--- config.mk ---
export PLATFORM = sky130hd
export DESIGN_NAME = if_fetch_unit
export DESIGN_NICKNAME = d
export VERILOG_FILES = /design/src/rtl/if_pkg.sv /design/src/rtl/if_skid_fifo.sv /design/src/rtl/if_fetch_unit.sv
export SDC_FILE = /design/constraint.sdc
export NUM_CORES = 1
export LEC_CHECK = 0
export ABC_AREA = 1
export CAP_MARGIN = 20
export CORE_MARGIN = 3
export CORE_UTILIZATION = 42
export DETAILED_ROUTE_END_ITERATION = 10
export PLACE_DENSITY = 0.65
export SLEW_MARGIN = 0
export SYNTH_ARGS = -nofsm -noshare
export SYNTH_HDL_FRONTEND = slang
export SYNTH_SLANG_ARGS = --single-unit
--- constraint.sdc ---
create_clock -name clk -period 2.42 [get_ports clk]
set_input_delay 0.484 -clock clk [delete_from_list [all_inputs] [get_ports clk]]
set_output_delay 0.484 -clock clk [all_outputs]
set_load 0.01 [all_outputs]
--- src/rtl/if_pkg.sv ---
// Shared types for the instruction-fetch stage.
//   fetch_state_t : request FSM state (RUN / WAIT / DRAIN)
//   if_entry_t    : one buffered fetch result {pcplus4, inst}
package if_pkg;

    localparam int unsigned IF_PC_SIZE   = 32;
    localparam int unsigned IF_INST_SIZE = 32;
    localparam int unsigned INST_BYTES   = 4;

    typedef enum logic [1:0] {
        RUN   = 2'd0,   // no request outstanding
        WAIT  = 2'd1,   // request outstanding, data kept
        DRAIN = 2'd2    // request outstanding, data discarded
    } fetch_state_t;

    typedef struct packed {
        logic [IF_PC_SIZE-1:0]   pcplus4;
        logic [IF_INST_SIZE-1:0] inst;
    } if_entry_t;

endpackage

--- src/rtl/if_skid_fifo.sv ---
// Two-entry in-order buffer of fetch results. Slot 0 is always the head, so
// the head and valid flag come straight from registers.
//   clk, rst_n    : clock, async active-low reset
//   push_i/din_i  : write one entry
//   pop_i         : consume head (ignored when empty)
//   flush_i       : drop all entries (wins over push/pop)
//   head_o        : head entry, holds last value when empty
//   valid_o       : buffer non-empty
//   count_nxt_c   : occupancy after this edge's push/pop/flush
module if_skid_fifo
    import if_pkg::*;
(
    input  logic       clk,
    input  logic       rst_n,
    input  logic       push_i,
    input  logic       pop_i,
    input  logic       flush_i,
    input  if_entry_t  din_i,
    output if_entry_t  head_o,
    output logic       valid_o,
    output logic [1:0] count_nxt_c
);

    if_entry_t  mem0_q, mem0_d;
    if_entry_t  mem1_q, mem1_d;
    logic [1:0] count_q, count_d;
    logic       valid_q;
    logic       pop_eff;

    assign pop_eff = pop_i && (count_q != 2'd0);

    // Shift-style update: slot 0 is refilled from slot 1 or the input.
    always_comb begin
        mem0_d  = mem0_q;
        mem1_d  = mem1_q;
        count_d = count_q;
        if (flush_i) begin
            count_d = 2'd0;
        end else begin
            case ({push_i, pop_eff})
                2'b10: begin
                    if (count_q == 2'd0) mem0_d = din_i;
                    else                 mem1_d = din_i;
                    count_d = count_q + 2'd1;
                end
                2'b01: begin
                    if (count_q == 2'd2) mem0_d = mem1_q;
                    count_d = count_q - 2'd1;
                end
                2'b11: begin
                    if (count_q == 2'd2) begin
                        mem0_d = mem1_q;
                        mem1_d = din_i;
                    end else begin
                        mem0_d = din_i;
                    end
                end
                default: ;
            endcase
        end
    end

    always_ff @(posedge clk or negedge rst_n) begin
        if (!rst_n) begin
            mem0_q  <= '0;
            mem1_q  <= '0;
            count_q <= 2'd0;
            valid_q <= 1'b0;
        end else begin
            mem0_q  <= mem0_d;
            mem1_q  <= mem1_d;
            count_q <= count_d;
            valid_q <= (count_d != 2'd0);
        end
    end

    assign head_o      = mem0_q;
    assign valid_o     = valid_q;
    assign count_nxt_c = count_d;

    // The issue rule guarantees a free slot for every returning fetch.
    push_when_full: assert property (@(posedge clk) disable iff (!rst_n)
        !(push_i && !flush_i && !pop_eff && (count_q == 2'd2)));

endmodule

--- src/rtl/if_fetch_unit.sv ---
// Instruction-fetch stage: owns the fetch PC, runs a single-outstanding
// imem handshake, buffers up to two results and handles EX redirects.
//   clk, reset         : clock, async active-low reset
//   imem_req/addr      : registered fetch request, stable until imem_ack
//   imem_ack/rdata     : one-cycle response
//   redirect_valid/pc  : flush and refetch from redirect_pc (word aligned)
//   if_valid/pcplus4/inst : head entry toward IF/ID
//   id_ready           : IF/ID accepts the head entry
module if_fetch_unit
    import if_pkg::*;
#(
    parameter int unsigned         PC_SIZE   = IF_PC_SIZE,
    parameter int unsigned         INST_SIZE = IF_INST_SIZE,
    parameter logic [PC_SIZE-1:0]  RESET_PC  = '0
) (
    input  logic                 clk,
    input  logic                 reset,
    output logic                 imem_req,
    output logic [PC_SIZE-1:0]   imem_addr,
    input  logic                 imem_ack,
    input  logic [INST_SIZE-1:0] imem_rdata,
    input  logic                 redirect_valid,
    input  logic [PC_SIZE-1:0]   redirect_pc,
    output logic                 if_valid,
    output logic [PC_SIZE-1:0]   if_pcplus4,
    output logic [INST_SIZE-1:0] if_inst,
    input  logic                 id_ready
);

    fetch_state_t       state_q, state_d;
    logic [PC_SIZE-1:0] fetch_pc_q, fetch_pc_d;
    logic [PC_SIZE-1:0] addr_q, addr_d;
    logic               req_q, req_d;

    logic               ack;
    logic               push;
    logic               can_issue;
    logic [1:0]         count_nxt;
    logic [PC_SIZE-1:0] pc_next;
    logic [PC_SIZE-1:0] redirect_pc_aligned;
    if_entry_t          push_entry;
    if_entry_t          head;
    logic               unused_rpc_bits;

    // Acks are only meaningful while a request is outstanding.
    assign ack                 = imem_ack && req_q;
    assign push                = (state_q == WAIT) && ack && !redirect_valid;
    assign can_issue           = (count_nxt <= 2'd1);
    assign pc_next             = fetch_pc_q + PC_SIZE'(INST_BYTES);
    assign redirect_pc_aligned = {redirect_pc[PC_SIZE-1:2], 2'b00};
    assign unused_rpc_bits     = ^redirect_pc[1:0];

    assign push_entry.pcplus4 = IF_PC_SIZE'(addr_q + PC_SIZE'(INST_BYTES));
    assign push_entry.inst    = IF_INST_SIZE'(imem_rdata);

    if_skid_fifo u_fifo (
        .clk         (clk),
        .rst_n       (reset),
        .push_i      (push),
        .pop_i       (id_ready),
        .flush_i     (redirect_valid),
        .din_i       (push_entry),
        .head_o      (head),
        .valid_o     (if_valid),
        .count_nxt_c (count_nxt)
    );

    // Request FSM; redirect has priority over normal issue.
    always_comb begin
        state_d    = state_q;
        fetch_pc_d = fetch_pc_q;
        addr_d     = addr_q;
        req_d      = req_q;
        if (redirect_valid) begin
            fetch_pc_d = redirect_pc_aligned;
            if (req_q && !ack) begin
                state_d = DRAIN;
            end else begin
                state_d = RUN;
                req_d   = 1'b0;
            end
        end else begin
            case (state_q)
                RUN: begin
                    if (can_issue) begin
                        state_d    = WAIT;
                        req_d      = 1'b1;
                        addr_d     = fetch_pc_q;
                        fetch_pc_d = pc_next;
                    end
                end
                WAIT: begin
                    if (ack) begin
                        if (can_issue) begin
                            addr_d     = fetch_pc_q;
                            fetch_pc_d = pc_next;
                        end else begin
                            state_d = RUN;
                            req_d   = 1'b0;
                        end
                    end
                end
                DRAIN: begin
                    if (ack) begin
                        state_d = RUN;
                        req_d   = 1'b0;
                    end
                end
                default: begin
                    state_d = RUN;
                    req_d   = 1'b0;
                end
            endcase
        end
    end

    always_ff @(posedge clk or negedge reset) begin
        if (!reset) begin
            state_q    <= RUN;
            fetch_pc_q <= RESET_PC;
            addr_q     <= RESET_PC;
            req_q      <= 1'b0;
        end else begin
            state_q    <= state_d;
            fetch_pc_q <= fetch_pc_d;
            addr_q     <= addr_d;
            req_q      <= req_d;
        end
    end

    assign imem_req   = req_q;
    assign imem_addr  = addr_q;
    assign if_pcplus4 = PC_SIZE'(head.pcplus4);
    assign if_inst    = INST_SIZE'(head.inst);

endmodule

==> results.md <==
- Root Driver: clkbuf_16
- Routed via count: just over 9,000
- Relative slew slack: between 60% and 70%
- Critical path fanouts, max: 28
- Post-place instance area: around 13,000 um^2
- Worst vdd ir: 0.414 mV
- Worst-path clk slew: 0.09 ns
- Layout cells sized above 1: 9.49%
- Post-DR vias/cell: roughly 5.0
- Clk sinks: about 190
- GPL Wtd Cong: roughly 0.94
- Pre-CTS WS: -0.162 ns
- Top post-synthesis cells by count: nand2_1 (445), dfrtp_1 (191), nor2_1 (134), inv_1 (125), nand3_1 (91)
- Postcts setup bufs: 0
- Design Power: between 10 and 15 mW
- First-pass GRT wire length: 48,800 um
- Critical R2R Capture: imem_addr[23]$_DFFE_PN0P_
- Worst setup path category: flip-flop to flip-flop
- Fin crit share: 91.1%
- Final worst path period need: roughly 2.2 ns
- Synth unique cells: 35
- Syn. warnings: 0
- CTS tree: built
- Worst EP required: approximately 2.8 ns
- Max Clk Rate: 454 MHz
- Hold worst-path end: u_fifo.mem1_q[31]$_DFFE_PN0P_
- Fin. Hold Viols: 0
- Crit start category: flip-flop
- Ranking of synthesized cells by area: dfrtp_1 (46%), nand2_1 (16%), a2bb2oi_2 (5.8%)
- FF-to-FF path depth: 13
- Non-Filler Instances: 1,836
- Clock skew: between 0.015 and 0.02 ns
- Mean post-synth cell area: around 7.8 um^2
- Largest net degree at the start of global routing: 81
- #FFs+latches synth: ~190
- Skew-Pair Late Insertion Delay: approximately 0.43 ns
- DR WL/cell: 16.8 um
- Chip Height: around 160 um
- EDFF count, synth: 0
- Cell Area, Synth: slightly above 10,000 um^2
- Worst EP arrival: ~2.6 ns
- Share of the yosys chip area belonging to registers: a little under half
- Detailed placement HPWL: about 23,000 um
- Residual DRC: 0
- Initial Util: between 40 and 50%
- Post-Synthesis Cells: 1,328
- Core area: approximately 24,000 um^2
- Area delta synth->final: 27.6%
- Leak: between 6 and 7 nW
- Worst slew pin tran: ~0.54 ns
- Top_reg_cell synth: dfrtp_1
- Crit end category: flip-flop
- H-tree depth: 4
- Final setup fails: 0
- Die area: approximately 26,000 um^2
- Fin worst setup slack: between 0.2 and 0.25 ns
- Worst hold start: u_fifo.mem1_q[31]$_DFFE_PN0P_
- Post-route antenna net violation count: 0
- Async SR Flop Fraction: 100%
- Rows: 56
- Slack of the worst reg-to-reg path: ~0.22 ns
- Boundary pin count: between 150 and 200
- Status: complete, no violations
- Fin area: between 10,000 and 15,000 um^2
- Port Buffers: 162
- GRT Residual Overflow: 0
- FF-to-FF Start: state_q[1]$_DFFE_PN0P_
- Pwr dens: 1060 nW/um^2
- DP Cell Count: roughly 1,800
- Max-cap viol count: 0
- Post-synth top area share: ~46%
- Starting DRT DRC Count: just under 700
- Number of diodes: 0
- Vias in the first global route: 8,818
- Clock Path Buffers: 2
- Most numerous cell in the Yosys netlist: nand2_1
- Tot GR Track Use: roughly a quarter
- HP Class: flip-flop to flip-flop
- Fillers: about 2,200
- Final Slew Violations: 0
- Post-Route WL: 30,900 um
- Initial DRT Pass Iterations: 5
- Worst Hold Path Cells: 2
- Die Width: between 150 and 200 um
- Nets@finish: about 1,600
- RSZ-0062 raised after global routing: true
- CTS buffer count: 17
- Yosys top cell by area: dfrtp_1
- Initial antenna violation count: 0
==> final cells by class <==
class / count / area (um^2) / area share (%)
flip-flops and latches: 191 / 4780 / 36.4
clock inverters: 14 / 173 / 1.31
clock buffers: 18 / 429 / 3.26
well taps: 319 / 399 / 3.04
repair buffers: 213 / 2180 / 16.6
inverters: 135 / 507 / 3.85
multi-input cells: 946 / 4680 / 35.6
==> sequential cells by signal (all words and copies together) (netlist names) <==
register	count
imem_req	1
state_q	2
u_fifo.mem1_q	62
u_fifo.head_o	63
imem_addr	30
u_fifo.valid_o	1
u_fifo.count_q	2
fetch_pc_q	30
==> cell usage in the layout, fill, tap and decap left out, drive strengths merged, types with 4 or more instances in the layout <==
cell type,count
a2bb2oi,40
or2,4
ha,6
clkbuf,20
o21ai,94
nand4,7
clkdlybuf4s50,161
xor2,14
nand3b,5
buf,49
nand3,93
nor2,135
xnor2,6
a21oi,64
inv,140
a21boi,19
clkinv,9
dfrtp,191
o21a,4
nand2,450
==> worst max path at each step <==
| stage | slack (ns) | startpoint | end | cells past startpoint |
|---|---|---|---|---|
| finish | 0.22 | state_q[1]$_DFFE_PN0P_ | imem_addr[23]$_DFFE_PN0P_ | 13 |
| global route | -0.002 | state_q[1]$_DFFE_PN0P_ | imem_addr[6]$_DFFE_PN0P_ | 13 |
| CTS | 0.20 | state_q[1]$_DFFE_PN0P_ | imem_addr[23]$_DFFE_PN0P_ | 13 |
| detailed placement | -0.16 | imem_ack | u_fifo.head_o[53]$_DFFE_PN0P_ | 14 |
| global placement | -0.12 | redirect_valid | u_fifo.head_o[53]$_DFFE_PN0P_ | 13 |
| floorplan | 0.49 | u_fifo.count_q[1]$_DFF_PN0_ | fetch_pc_q[28]$_DFFE_PN0P_ | 14 |
==> cell families (layout without fill, tap and decap cells) <==
logic type / after synthesis / after routing / synth area share (%)
AO/OA/AOI/OAI: 222 / 222 / 15.5
AND/OR/NAND/NOR: 696 / 696 / 27.4
adder cells (fa/ha/maj): 6 / 6 / 0.729
other: 1 / 2 / 0.0364
buffers and inverters: 192 / 380 / 8.21
XOR/XNOR: 20 / 20 / 1.70
flip-flops: 191 / 191 / 46.4
==> worst max-delay path, stage by stage (launching register included) <==
cell and delay, ns:
dfrtp_1 0.40, inv_1 0.08, nand2_1 0.06, nor2_1 0.12, nand2_1 0.10, ha_1 0.31
inv_1 0.10, nand3_1 0.10, nand2_2 0.10, nand3_4 0.12, nor2_4 0.24, buf_12 0.21
nand2_1 0.09, o21ai_1 0.09
==> metal layers <==
layer / vias to the layer above / track usage (%) / wire (um)
met3: 46 / 3.43 / 1530
met1: 4305 / 33.3 / 14400
met5: - / 0 / 0
met2: 268 / 37.5 / 14400
li1: 4602 / - / -
met4: 0 / 6.54 / 690
==> stage by stage <==
step	utilization [%]	hold slack, ns	TNS, ns
after CTS	55.2	0.481	0
after global placement	52.7	0.455	-8.83
after global routing	55.4	0.499	-0.00170
after detailed placement	52.7	0.458	-13.75
final	55.4	0.478	0
after floorplan	-	0.188	0
==> where the power goes <==
group	leakage, nW	internal (mW)	total, mW	switching [mW]
registers	2.21	4.29	5.58	1.30
logic	3.60	2.86	5.50	2.65
clock network	0.290	1.40	2.81	1.42
==> what timing repair did <==
| item | 4_1_cts | 5_1_grt |
|---|---|---|
| hold buffers | 1 | 0 |
| setup endpoints to repair | 0 | 1 |
| resized for setup | 0 | 1 |
| endpoints found under the hold margin | 17 | 0 |
Power figures use the tool's default switching activity.
